[src/rtl/imem_loader.sv]
// imem_loader: byte-stream program loader for the 1024-word instruction memory.
// Parses SYNC, ADDR_HI, ADDR_LO, CNT_HI, CNT_LO, CNT x 4 data bytes (MSB first)
// and, when `IMEM_LOADER_CSUM_EN is defined, a trailing XOR checksum byte.
// The core is held in reset while a frame is in flight. It is released with
// done on success or with err on a bounds or checksum failure.
// Optional feature macro: IMEM_LOADER_CSUM_EN (undefined: no checksum byte).
`timescale 1ns/1ps

module imem_loader #(
  parameter int          ADDR_W = 10,
  parameter logic [7:0]  SYNC   = 8'hA5
) (
  input  logic              clk1,
  input  logic              rst_n,
  input  logic              in_valid,
  input  logic [7:0]        in_data,
  output logic              in_ready,
  output logic              mem_we,
  output logic [ADDR_W-1:0] mem_addr,
  output logic [31:0]       mem_wdata,
  output logic              core_hold,
  output logic              done,
  output logic              err
);

`ifdef IMEM_LOADER_CSUM_EN
  typedef enum logic [2:0] {
    S_IDLE, S_AHI, S_ALO, S_CHI, S_CLO, S_DATA, S_CSUM
  } state_t;
`else
  typedef enum logic [2:0] {
    S_IDLE, S_AHI, S_ALO, S_CHI, S_CLO, S_DATA
  } state_t;
`endif

  // One past the last valid word address; start and start+count are checked against it.
  localparam logic [16:0] LIMIT = 17'(1) << ADDR_W;

  state_t              state_q, state_d;
  logic                rdy_q, rdy_d;
  logic                we_q, we_d;
  logic [ADDR_W-1:0]   maddr_q, maddr_d;
  logic [31:0]         wdata_q, wdata_d;
  logic                hold_q, hold_d;
  logic                done_q, done_d;
  logic                err_q, err_d;
  logic [15:0]         start_q, start_d;
  logic [15:0]         cnt_q, cnt_d;
  logic [ADDR_W-1:0]   cur_q, cur_d;
  logic [23:0]         shift_q, shift_d;
  logic [1:0]          bidx_q, bidx_d;
`ifdef IMEM_LOADER_CSUM_EN
  logic [7:0]          csum_q, csum_d;
`else
  logic                fin_q, fin_d;
`endif

  logic                xfer;
  logic [15:0]         count_w;
  logic [16:0]         start_w;
  logic [16:0]         end_w;

  assign xfer    = in_valid & rdy_q;
  assign count_w = {cnt_q[15:8], in_data};
  assign start_w = {1'b0, start_q};
  assign end_w   = {1'b0, start_q} + {1'b0, count_w};

  assign in_ready  = rdy_q;
  assign mem_we    = we_q;
  assign mem_addr  = maddr_q;
  assign mem_wdata = wdata_q;
  assign core_hold = hold_q;
  assign done      = done_q;
  assign err       = err_q;

  // Frame parser: next state, header capture, word assembly and status flags.
  always_comb begin
    state_d = state_q;
    rdy_d   = 1'b1;
    we_d    = 1'b0;
    maddr_d = maddr_q;
    wdata_d = wdata_q;
    hold_d  = hold_q;
    done_d  = 1'b0;
    err_d   = err_q;
    start_d = start_q;
    cnt_d   = cnt_q;
    cur_d   = cur_q;
    shift_d = shift_q;
    bidx_d  = bidx_q;
`ifdef IMEM_LOADER_CSUM_EN
    csum_d  = csum_q;
    // Every byte from ADDR_HI through the last data byte feeds the checksum.
    if (xfer && (state_q == S_AHI || state_q == S_ALO || state_q == S_CHI ||
                 state_q == S_CLO || state_q == S_DATA)) begin
      csum_d = csum_q ^ in_data;
    end
`else
    fin_d   = 1'b0;
    // Without a checksum byte, completion follows the last write strobe by one cycle.
    if (fin_q) begin
      done_d = 1'b1;
      hold_d = 1'b0;
    end
`endif

    if (xfer) begin
      case (state_q)
        S_IDLE: begin
          if (in_data == SYNC) begin
            state_d = S_AHI;
            hold_d  = 1'b1;
            err_d   = 1'b0;
`ifdef IMEM_LOADER_CSUM_EN
            csum_d  = 8'h00;
`endif
          end
        end
        S_AHI: begin
          start_d[15:8] = in_data;
          state_d       = S_ALO;
        end
        S_ALO: begin
          start_d[7:0] = in_data;
          state_d      = S_CHI;
        end
        S_CHI: begin
          cnt_d[15:8] = in_data;
          state_d     = S_CLO;
        end
        S_CLO: begin
          cnt_d  = count_w;
          cur_d  = start_q[ADDR_W-1:0];
          bidx_d = 2'd0;
          if (start_w >= LIMIT || end_w > LIMIT) begin
            // Out-of-range image: abort before any write reaches memory.
            err_d   = 1'b1;
            hold_d  = 1'b0;
            state_d = S_IDLE;
          end else if (count_w == 16'd0) begin
`ifdef IMEM_LOADER_CSUM_EN
            state_d = S_CSUM;
`else
            done_d  = 1'b1;
            hold_d  = 1'b0;
            state_d = S_IDLE;
`endif
          end else begin
            state_d = S_DATA;
          end
        end
        S_DATA: begin
          if (bidx_q == 2'd3) begin
            we_d    = 1'b1;
            maddr_d = cur_q;
            wdata_d = {shift_q, in_data};
            cur_d   = cur_q + ADDR_W'(1);
            cnt_d   = cnt_q - 16'd1;
            bidx_d  = 2'd0;
            if (cnt_q == 16'd1) begin
`ifdef IMEM_LOADER_CSUM_EN
              state_d = S_CSUM;
`else
              fin_d   = 1'b1;
              state_d = S_IDLE;
`endif
            end
          end else begin
            shift_d = {shift_q[15:0], in_data};
            bidx_d  = bidx_q + 2'd1;
          end
        end
`ifdef IMEM_LOADER_CSUM_EN
        S_CSUM: begin
          if (in_data == csum_q) begin
            done_d = 1'b1;
          end else begin
            err_d  = 1'b1;
          end
          hold_d  = 1'b0;
          state_d = S_IDLE;
        end
`endif
        default: begin
          state_d = S_IDLE;
        end
      endcase
    end
  end

  // State register; reset returns the parser to IDLE and drops any partial frame.
  always_ff @(posedge clk1 or negedge rst_n) begin
    if (!rst_n) begin
      state_q <= S_IDLE;
    end else begin
      state_q <= state_d;
    end
  end

  // Output, header and word-assembly registers.
  always_ff @(posedge clk1 or negedge rst_n) begin
    if (!rst_n) begin
      rdy_q   <= 1'b0;
      we_q    <= 1'b0;
      maddr_q <= '0;
      wdata_q <= '0;
      hold_q  <= 1'b0;
      done_q  <= 1'b0;
      err_q   <= 1'b0;
      start_q <= '0;
      cnt_q   <= '0;
      cur_q   <= '0;
      shift_q <= '0;
      bidx_q  <= '0;
`ifdef IMEM_LOADER_CSUM_EN
      csum_q  <= '0;
`else
      fin_q   <= 1'b0;
`endif
    end else begin
      rdy_q   <= rdy_d;
      we_q    <= we_d;
      maddr_q <= maddr_d;
      wdata_q <= wdata_d;
      hold_q  <= hold_d;
      done_q  <= done_d;
      err_q   <= err_d;
      start_q <= start_d;
      cnt_q   <= cnt_d;
      cur_q   <= cur_d;
      shift_q <= shift_d;
      bidx_q  <= bidx_d;
`ifdef IMEM_LOADER_CSUM_EN
      csum_q  <= csum_d;
`else
      fin_q   <= fin_d;
`endif
    end
  end

endmodule

[config.mk]
export PLATFORM = sky130hd
export DESIGN_NAME = imem_loader
export DESIGN_NICKNAME = d
export VERILOG_FILES = /design/src/rtl/imem_loader.sv
export SDC_FILE = /design/constraint.sdc
export NUM_CORES = 1
export LEC_CHECK = 0
export ABC_AREA = 1
export BUFFER_PORTS_ARGS = -buffer_cell sky130_fd_sc_hd__buf_4
export CAP_MARGIN = 10
export CORE_ASPECT_RATIO = 1.4
export CORE_MARGIN = 2
export CORE_UTILIZATION = 60
export DETAILED_ROUTE_END_ITERATION = 12
export GPL_ROUTABILITY_DRIVEN = 0
export PLACE_DENSITY = 0.81
export SLEW_MARGIN = 20
export SYNTH_ARGS = -nofsm -noshare
export SYNTH_HDL_FRONTEND = slang
export SYNTH_SLANG_ARGS = --single-unit
[constraint.sdc]
create_clock -name clk1 -period 3 [get_ports clk1]
set_input_delay 0.3 -clock clk1 [delete_from_list [all_inputs] [get_ports clk1]]
set_output_delay 0.3 -clock clk1 [all_outputs]
set_load 0.05 [all_outputs]
## After elaboration in Yosys (flattened, before gate mapping)

Index checks and enable logic that the tools add are counted.
Widths: inputs -> output; s select.

- Register bits after elaboration: 119
- Output and inout port bits: 47
- Logic and storage cells: 85
- Memories kept: 0
- Latch bits: 0
- Bits of input ports: 11
- RAM bits: 0
- Bits in read-only memories: 0

- Add/sub/neg operators: 4
- Magnitude comparators: 2
- Equality and inequality tests: 12
- Multipliers: 0
- Bitwise logic cells: 2
- Div/mod/pow operators: 0
- Multiplexer cells: 34
- Reduce and logical (&&, ||, !) cells: 15
- Shifts and indexed selects: 0

Operators by type and width:

| kind | number |
|---|---|
| $pmux 8 s2 | 2 |
| $pmux 10 s2 | 1 |
| $mux 1 | 19 |
| $pmux 3 s6 | 1 |
| $add 16x16->17 | 1 |
| $gt 17x11->1 const B | 1 |
| $eq 16x1->1 const B | 1 |
| $ge 16x11->1 const B | 1 |
| $logic_not 16->1 | 1 |
| $mux 16 | 1 |
| $sub 16x1->16 const B | 1 |
| $mux 3 | 5 |
| $reduce_and 3->1 | 4 |
| $add 10x1->10 const B | 1 |
| $mux 10 | 1 |
| $eq 8x8->1 const B | 1 |
| $ne 2x2->1 const B | 4 |
| $reduce_and 4->1 | 2 |
| $eq 3x2->1 const B | 2 |
| $eq 3x3->1 const B | 2 |
| $reduce_and 2->1 | 3 |
| $reduce_bool 2->1 | 3 |
| $pmux 1 s2 | 2 |
| $pmux 2 s2 | 1 |
| 8 further kinds | 8 |

## Longest topological paths before layout

Gate-level depths: netlist (run 1).

- Depth after elaboration: 6
- Depth in mapped cells: 17
- Mapped depth without buffers: 17

## Worst setup path after synthesis (run 1)

OpenSTA, ideal clock, no wires.

- Path kind: register to register
- Start point: reg start_q[0]
- End point: reg state_q[0]
- Path slack: 0.907 ns
- Cell stages (with the launch flop): 18
- Arrival: 2.028 ns
- Data required time: 2.935 ns
- Clock period less this slack: 2.093 ns
- Setup time: 0.065 ns
- Path buffers: 0
- Cell sequence: dfrtp_1 > ha_1 > fa_1 > nand2_1 > nand2_1 > nand3_1 > nand2_1 > nand2_1 > nand2_1 > nand2_1 > inv_1 > nor2_1 > nand2_1 > nor2_1 > nand3_1 > nand2_1 > nand2_1 > nand2_1

- Longest elaborated chain between the ends: 5
- Elaborated cells between the ends (all ways): 6
- Those cells by class: add/sub (1); order compare (2); mux (2); reduce/logical (1)

RTL lines:

| element | line | source |
|---|---|---|
| from (decl) | 47 | `logic [15:0] start_q, start_d;` |
| from (signal assigned) | 228 | `start_q <= start_d;` |
| $add 16x16->17 | 66 | `assign end_w = {1'b0, start_q} + {1'b0, count_w};` |
| $gt 17x11->1 | 135 | `if (start_w >= LIMIT \|\| end_w > LIMIT) begin` |
| $logic_or 1x1->1 (*) | 135 |  |
| $mux 3 (*) | 135 |  |
| $pmux 3 s6 (*) | 108 | `case (state_q)` |
| to (signal assigned) | 196 | `state_q <= state_d;` |
| to (decl) | 39 | `state_t state_q, state_d;` |

Every way passes the cells marked *; elsewhere a longest branch is shown, timed or not.
A chain may end at the register's enable or synchronous reset.

## Final worst setup path (run 1)

- Start point: reg start_q[0]
- End point: reg hold_q (netlist: core_hold)

- Longest elaborated chain between the ends: 6
- Elaborated cells between the ends (all ways): 7
- Those cells by class: add/sub (1); order compare (2); mux (3); reduce/logical (1)

RTL lines:

| element | line | source |
|---|---|---|
| $add 16x16->17 | 66 |  |
| $gt 17x11->1 | 135 |  |
| $logic_or 1x1->1 (*) | 135 |  |
| $mux 1 (*) | 135 |  |
| $pmux 1 s2 (*) | 108 |  |
| $mux 1 (*) | 107 | `if (xfer) begin` |
| named net hold_d | 44 | `logic hold_q, hold_d;` |
| to (signal assigned) | 225 | `hold_q <= hold_d;` |
| to (decl) | 44 |  |

Mark *: on every way through the listed nets, which the timed path passes. The rest lies on a longest branch.

==> results of run 1 <==
[layout make-up]
cell class / count / share of cell area (%)
clock buffer: 18 / 5.968
clock inverter: 13 / 2.330
inverter: 97 / 4.948
multi-input combinational: 575 / 37.36
sequential: 119 / 40.47
tap: 135 / 2.296
timing repair buffer: 63 / 6.632
[power by group]
group,internal [mW],switching (mW)
Sequential,2.16,0.507
Clock,1.33,0.742
Combinational,1.06,2.14
[metal layers]
layer,vias to the layer above,wire [um],global-route usage [%]
met4,0,673,15.29
met5,-,0,0
met2,318,8094,52.89
met1,2737,6209,36.87
met3,56,1138,6.352
li1,2723,-,-
[cells in the final DEF (no fill, tap or decap), types with 3 or more instances in the layout]
master     Yosys  routed
a21oi_1       33      33
a31oi_1       13      13
buf_4          0      61
bufinv_16      0       3
clkbuf_16      0      17
clkinv_4       0       4
dfrtp_1      119     119
ha_1          20      20
inv_1         93      93
inv_2          4       4
inv_6          0       3
mux2i_1        3       3
nand2_1      269     269
nand3_1       39      39
nand3b_1       5       5
nand4_1        5       5
nor2_1        68      68
nor3_1         9       9
o21ai_0       82      82
or2_2          4       4
xor2_1         6       6
[path summary, 6_finish.rpt]
check / from / endpoint / slack [ns] / cells after the start
worst max-delay path: start_q[0] / core_hold / 0.37 / 14
worst min-delay path: in_data[5] / cnt_q[5] / 0.26 / 3
worst max register to register: start_q[0] / core_hold / 0.37 / 14
worst min register to register: mem_wdata[26] / mem_wdata[26] / 0.47 / 2
max in group asynchronous: rst_n / cnt_q[0] / 1.76 / 3
min in group asynchronous: rst_n / mem_wdata[12] / 0.45 / 2
[worst reg2reg max path: stages, from the launching register on]
cell	delay, ns
dfrtp_1	0.41
ha_1	0.24
fa_1	0.43
nand2_1	0.09
nand2_1	0.11
nand3_1	0.14
nand2_1	0.11
nand2_1	0.08
nand2_1	0.04
nand3b_1	0.14
o21ai_0	0.37
nand3_1	0.20
nand2_1	0.10
nand2_1	0.05
nand2_1	0.06
[repair_timing]
action	in CTS	in global routing
hold endpoints to repair	50	0
buffers inserted	0	0
gates resized for setup	0	0
hold buffers	1	0
[state kept, by name, indices dropped and copies added, names as in the netlist]
register	count
shift_q	24
start_q	16
mem_addr	10
core_hold	1
state_q	3
bidx_q	2
mem_wdata	32
cnt_q	16
mem_we	1
done	1
cur_q	10
fin_q	1
in_ready	1
err	1
[cell families (layout without fill, tap and decap cells)]
group           count (synthesis)  in the layout  share of synthesized area (%)
buf+inv                       120            191                          7.367
compound gates                135            135                          11.39
xor+xnor                        8              8                          1.133
fa+ha+maj                      21             21                          4.372
mux                             3              3                         0.4858
simple gates                  407            407                          27.02
other cells                     1              1                        0.06066
flops                         119            119                          48.17
==> results_dict.tcl, run 1 <==
set metrics [dict create \
    fill_cells 735 \
    initialDrtViolationCount 615 \
    avgSynthCellArea_sq_um 7.595 \
    cp-end-kind "register" \
    start_kind "register" \
    postLayoutCoreUtil_pct 73.93 \
    clk_path_buf_depth 2 \
    grt_pass1_wl_mm 27.01 \
    slowest_stage "fa_1" \
    wl_mm 16.12 \
    cp_top_family "simple AND/OR/NAND/NOR gates" \
    dieArea_sq_mm 0.01114 \
    cp_slowest_stage_delay_ns 0.43 \
    fin_ws_ns 0.3676 \
    register_area_sq_mm 0.002978 \
    cp_common_cell "nand2_1" \
    area_delta_synth_final_pct 19.02 \
    tightest_slew_ns 0.6297 \
    ys_seq_elements 119 \
    cts_made_buffers 17 \
    synth_area_leader_cell "dfrtp_1" \
    syn_inst 814 \
    layout-drive-gt1-share_pct 11.86 \
    crit_required_ns 3.34 \
    drt_first_pass_iters 8 \
    wl_per_cell_um 15.80 \
    clk_latency_ns 0.41 \
    slew_violations 0 \
    cts_sinks 119 \
    status "finished clean" \
    vias 5834 \
    clk_pin_slew_ns 0.06 \
    syn_nets 846 \
    p_leak_nw 3.957 \
    antenna_cells 0 \
    min_period_ns 2.632 \
    finalPower_mw 7.941 \
    power_density_mw_per_mm2 1079 \
    fin_cells 1020 \
    synth_top_cells_by_count "nand2_1, dfrtp_1, inv_1" \
    tns_ns 0 \
    grt_usage_pct 30.59 \
    ir_worst_vdd_mv 0.6905 \
    synth_cell_types 32 \
    die_x_um 89.79 \
    hold-worst-slack_ns 0.2612 \
    synth_top_area_share_pct 48.17 \
    cp.arrival_ns 2.98 \
    dpl-instance-area_sq_mm 0.006738 \
    dieHeight_um 124.1 \
    setup_viol 0 \
    synth_warnings 0 \
    netlist_top_cells_area "dfrtp_1, nand2_1, o21ai_0, inv_1, nor2_1" \
    dpl.hpwl_mm 11.23 \
    antenna_found_initial 0 \
    core-area_sq_mm 0.009953 \
    maxSlewHeadroom_pct 57.90 \
    ant_nets 0 \
    fin_area_sq_mm 0.007358 \
    hp-class "input port to register" \
    yosysSeqAreaShare_pct 48.17 \
    place_ws_ns 0.4544 \
    async_flop_share_pct 100.0 \
    hold_viol_final 0 \
    maxCapViolations 0 \
    cp_max_fo 4 \
    final_nets 905 \
    skew_ns 0.008761 \
    synth_edf_count 0 \
    yosys_most_used_dff "dfrtp_1" \
    cp.buffers_inverters 0 \
    synth_most_common_cell "nand2_1" \
    post-route-period-util_pct 87.75 \
    htree_levels 4 \
    place_inst 988 \
    top_level_ports 58 \
    start_util_pct 62.11 \
    cts_tree "yes" \
    multi_input_area_sq_mm 0.002749 \
    path_cells "ha_1 -> fa_1 -> nand2_1 -> nand2_1 -> nand3_1 -> nand2_1 -> nand2_1 -> nand2_1 -> nand3b_1 -> o21ai_0 -> nand3_1 -> nand2_1 -> nand2_1 -> nand2_1" \
    routed_via_density 5.720 \
    rsz0062_at_grt "no" \
    max_freq_mhz 379.9 \
    route.detailed.drc 0 \
    netlist_area_sq_mm 0.006182 \
    rows 43 \
    root_buffer "clkbuf_16" \
    port_buffers 57 \
    grt_pass1_vias 5559 \
    grt_max_degree 70 \
    crit_type "register to register" \
    overflow 0 \
]
Note: power is estimated with default switching activity, not from simulation.
==> inputs of run 2 (changes only) <==
- CORE_UTILIZATION: 60 -> 35
- PLACE_DENSITY: 0.81 -> not set
==> run 2 against run 1 <==
Global-route usage decreased by 12 points. Routed wire length is 3.9% higher. Via count down 6.2%. Critical endpoint unchanged. First-iteration DRC count is 39% lower. Die area increased by 68%. Clock power about the same. Cell count is 10% higher. Sequential share of layout area is 0.65 points lower. Combinational power down 2%. Largest cell class unchanged. Sequential cell count did not move.
==> results_dict.tcl, run 2 (synthesis gave the netlist of run 1 again) <==
set metrics [dict create \
    vias 5474 \
    clk_path_buf_depth 2 \
    hp-class "input port to register" \
    skew_ns 0.01015 \
    overflow 0 \
    min_period_ns 2.481 \
    fin_area_sq_mm 0.007478 \
    root_buffer "clkbuf_16" \
    grt_usage_pct 18.48 \
    power_density_mw_per_mm2 1053 \
    cp-end-kind "register" \
    post-route-period-util_pct 82.71 \
    dpl.hpwl_mm 12.21 \
    hold_viol_final 0 \
    core-area_sq_mm 0.01733 \
    dieHeight_um 161.3 \
    antenna_found_initial 0 \
    fin_ws_ns 0.5188 \
    place_ws_ns 0.5429 \
    ant_nets 0 \
    ir_worst_vdd_mv 0.3422 \
    maxSlewHeadroom_pct 58.49 \
    dieArea_sq_mm 0.01876 \
    drt_first_pass_iters 5 \
    finalPower_mw 7.873 \
    min_path_cells 3 \
    postLayoutCoreUtil_pct 43.15 \
    p_int_mw 4.470 \
    max_freq_mhz 403.0 \
    dpl-instance-area_sq_mm 0.006879 \
    grt_max_degree 64 \
    grt_pass1_vias 5041 \
    p_leak_nw 3.965 \
    grt_pass1_wl_mm 26.57 \
    cts_made_buffers 17 \
    tns_ns 0 \
    largest_reg_flops 32 \
    clk_pin_slew_ns 0.07 \
    cts_sinks 119 \
    layout.cells.most_common "nand2_1" \
    port_buffers 57 \
    die_x_um 116.3 \
    tightest_slew_ns 0.6210 \
    antenna_cells 0 \
    cp.arrival_ns 2.83 \
    setup_viol 0 \
    rows 57 \
    start_kind "register" \
    cts_tree "yes" \
    path_cells "ha_1 -> fa_1 -> nand2_1 -> nand2_1 -> nand3_1 -> nand2_1 -> nand2_1 -> nand2_1 -> nand3b_1 -> o21ai_0 -> nand3_1 -> nand2_1 -> nand2_1 -> nand2_1" \
    final_cell_mix "nand2_1, dfrtp_1, inv_1" \
    top_level_ports 58 \
    route.detailed.drc 0 \
    slew_violations 0 \
    crit_required_ns 3.35 \
    status "finished clean" \
    initialDrtViolationCount 375 \
    combPwrFrac_pct 39.9 \
    cp_slowest_stage_delay_ns 0.41 \
    reg2reg_depth 14 \
    final_nets 907 \
    p_seq_share_pct 34.1 \
    clk_latency_ns 0.42 \
    routed_via_density 4.870 \
    fin_cells 1124 \
    power_switching_share_pct 43.22 \
    wl_per_cell_um 14.89 \
    cp_common_cell "nand2_1" \
    place_inst 1091 \
    crit_type "register to register" \
    start_util_pct 35.67 \
    area_delta_synth_final_pct 20.97 \
    maxCapViolations 0 \
    wl_mm 16.74 \
    cp_max_fo 4 \
    htree_levels 4 \
    rsz0062_at_grt "no" \
    clockPowerShare_pct 26.1 \
    hold-worst-slack_ns 0.2225 \
    slowest_stage "dfrtp_1" \
    p_sw_mw 3.402 \
    layout-drive-gt1-share_pct 12.16 \
]
==> run 2: power by group through the flow <==
stage | clock network, mW | registers [mW] | logic [mW]
2_1_floorplan | 0 | 2.89 | 1.96
3_3_place_gp | 0 | 2.69 | 3.09
3_5_place_dp | 0 | 2.70 | 3.12
4_1_cts | 2.09 | 2.68 | 3.14
5_1_grt | 2.15 | 2.75 | 3.50
6_report | 2.05 | 2.68 | 3.14
==> run 2: final timing paths <==
check                           slack, ns            to         from
worst max-delay path                 0.52     core_hold   start_q[0]
worst min-delay path                 0.22     cnt_q[14]   in_data[6]
worst max register to register       0.52     core_hold   start_q[0]
worst min register to register       0.47   mem_addr[9]  mem_addr[9]
max in group asynchronous            1.80     cnt_q[10]        rst_n
min in group asynchronous            0.40  mem_wdata[7]        rst_n
==> run 2: critical path, delay by kind of cell, from the launching register on <==
kind,cells,cell delay (ns)
flip-flops,1,0.41
AND/OR/NAND/NOR,11,1.04
adder cells (fa/ha/maj),2,0.64
AO/OA/AOI/OAI,1,0.33
==> run 2: layout make-up <==
cell class | count | area (sq um)
fill | 1764 | 9852
tap | 236 | 295.3
sequential | 119 | 2978
multi-input combinational | 575 | 2749
clock buffer | 17 | 425.4
timing repair buffer | 65 | 503.0
clock inverter | 15 | 163.9
inverter | 97 | 364.1
==> run 2: layer usage <==
metal | vias to the layer above | track usage (%) | routed length [um] | share of wire (%)
met2 | 135 | 31.13 | 8401 | 50
met1 | 2570 | 23.23 | 7235 | 43
li1 | 2727 | - | - | -
met3 | 42 | 3.002 | 638 | 3.8
met4 | 0 | 7.900 | 465 | 2.8
met5 | - | 0 | 0 | 0
==> run 2: timing repair <==
action,in CTS,in global routing
resized for setup,0,0
buffers inserted,0,0
endpoints found under the setup margin,0,0
hold buffers,1,0
endpoints found under the hold margin,36,0
==> inputs of run 3 (changes only) <==
- clock period: 3 -> 2.34 ns (I/O delays scaled with it)
==> run 3 against run 2 <==
Global-route usage decreased by 0.14 points. Via count fell by 0.84%. Sequential cell count did not move. Highest routed layer unchanged. Sequential power is 28% higher. Critical endpoint unchanged. Clock power is 26% higher. First-iteration DRC count down 13%. Non-clock buffer count is 14 higher. Die area stayed put. Largest cell class unchanged. Fmax grew 12%. Count of clock-buffer cells in the layout did not move. Worst setup slack worse by 0.40 ns.
==> results_dict.tcl, run 3 (synthesis gave the netlist of run 1 again) <==
set metrics [dict create \
    die_x_um 116.3 \
    fill_cells 1727 \
    grt_max_degree 63 \
    hold_viol_final 0 \
    crit_type "register to register" \
    status "finished clean" \
    rsz0062_at_grt "yes" \
    layout-drive-gt1-share_pct 15.63 \
    overflow 0 \
    p_leak_nw 4.022 \
    start_kind "register" \
    port_buffers 57 \
    tightest_slew_ns 0.6254 \
    rows 57 \
    setup_viol 0 \
    cts_tree "yes" \
    fin_ws_ns 0.1197 \
    dieArea_sq_mm 0.01876 \
    power_density_mw_per_mm2 1341 \
    skew_ns 0.007790 \
    min_period_ns 2.220 \
    clk_pin_slew_ns 0.06 \
    grt_usage_pct 18.34 \
    post-route-period-util_pct 94.89 \
    maxSlewHeadroom_pct 58.19 \
    hold-worst-slack_ns 0.1781 \
    wl_mm 16.26 \
    top_level_ports 58 \
    hp-class "input port to register" \
    final_nets 921 \
    tns_ns 0 \
    routed_via_density 4.770 \
    wl_per_cell_um 14.29 \
    cp.arrival_ns 2.52 \
    htree_levels 4 \
    place_ws_ns 0.03008 \
    start_util_pct 35.67 \
    initialDrtViolationCount 325 \
    area_delta_synth_final_pct 24.17 \
    root_buffer "clkbuf_16" \
    dpl-instance-area_sq_mm 0.006984 \
    max_freq_mhz 450.4 \
    final_cell_mix "nand2_1, dfrtp_1, inv_1" \
    fin_area_sq_mm 0.007676 \
    route.detailed.drc 0 \
    cp_max_fo 4 \
    postLayoutCoreUtil_pct 44.29 \
    cts_made_buffers 17 \
    clk_latency_ns 0.41 \
    maxCapViolations 0 \
    dpl.hpwl_mm 11.84 \
    multi_input_area_sq_mm 0.002850 \
    grt_pass1_wl_mm 26.83 \
    cp-end-kind "register" \
    cts_sinks 119 \
    slew_violations 0 \
    layout.cells.most_common "nand2_1" \
    register_area_sq_mm 0.002979 \
    grt_pass1_vias 5348 \
    antenna_found_initial 0 \
    antenna_cells 0 \
    drt_first_pass_iters 4 \
    ir_worst_vdd_mv 0.5127 \
    largest_reg_flops 32 \
    vias 5428 \
    clk_path_buf_depth 2 \
    crit_required_ns 2.64 \
    dieHeight_um 161.3 \
    ant_nets 0 \
    core-area_sq_mm 0.01733 \
]
-- run 3: cell types whose count changed in the layout (fill, tap and decap cells not counted), sizes merged --
cell      before  now
buf           64   78
bufinv         2    1
clkinv         4    1
clkinvlp       1    2
inv          105  108
-- run 3: cell type report --
type	instances	share of cell area, %
Clock inverter	15	2.005
Sequential cell	119	38.81
Tap cell	236	3.847
Inverter	97	4.743
Multi-Input combinational cell	575	37.13
Clock buffer	17	5.542
Timing Repair Buffer	79	7.922
-- run 3: metrics by stage --
step | total power, mW | cells
2_1_floorplan | 6.223 | 814
3_3_place_gp | 7.497 | 1105
3_5_place_dp | 7.537 | 1105
4_1_cts | 10.18 | 1138
5_1_grt | 11.12 | 1138
6_report | 10.29 | 1138
-- run 3: per-layer routing --
layer | GRT usage, % | part of all wire (%)
met5 | 0 | 0
met1 | 23.37 | 44
met3 | 3.152 | 3.4
met4 | 7.305 | 3.3
met2 | 30.68 | 49
-- run 3: where the power goes --
group / switching, mW / leakage (nW) / internal (mW) / total, mW
sequential: 0.664 / 1.53 / 2.77 / 3.44
combinational: 2.70 / 2.21 / 1.57 / 4.27
clock: 1.08 / 0.282 / 1.51 / 2.58
-- run 3: worst paths after layout --
path / start / to / slack, ns / depth (start not counted)
max in group asynchronous: rst_n / cnt_q[3] / 1.30 / 3
worst min-delay path: in_data[5] / cnt_q[5] / 0.18 / 3
worst max register to register: start_q[0] / core_hold / 0.12 / 14
min in group asynchronous: rst_n / mem_wdata[0] / 0.36 / 2
worst min register to register: fin_q / done / 0.45 / 2
worst max-delay path: start_q[0] / core_hold / 0.12 / 14
-- run 3: critical path: stages (launching register included) --
cell      delay (ns)
dfrtp_1         0.41
ha_4            0.18
fa_2            0.40
nand2_2         0.09
nand2_4         0.06
nand3b_1        0.13
nand2_2         0.09
a21oi_1         0.15
xnor2_1         0.13
o21ai_1         0.08
buf_4           0.16
nand3_4         0.08
nand2_1         0.05
nand2_1         0.06
nand2_1         0.04
-- run 3: what timing repair did --
item                                    CTS  global route
endpoints found under the setup margin    0             5
hold buffers                              1             0
buffers inserted                          0             0
resized for setup                         0            26
hold endpoints to repair                 36             0
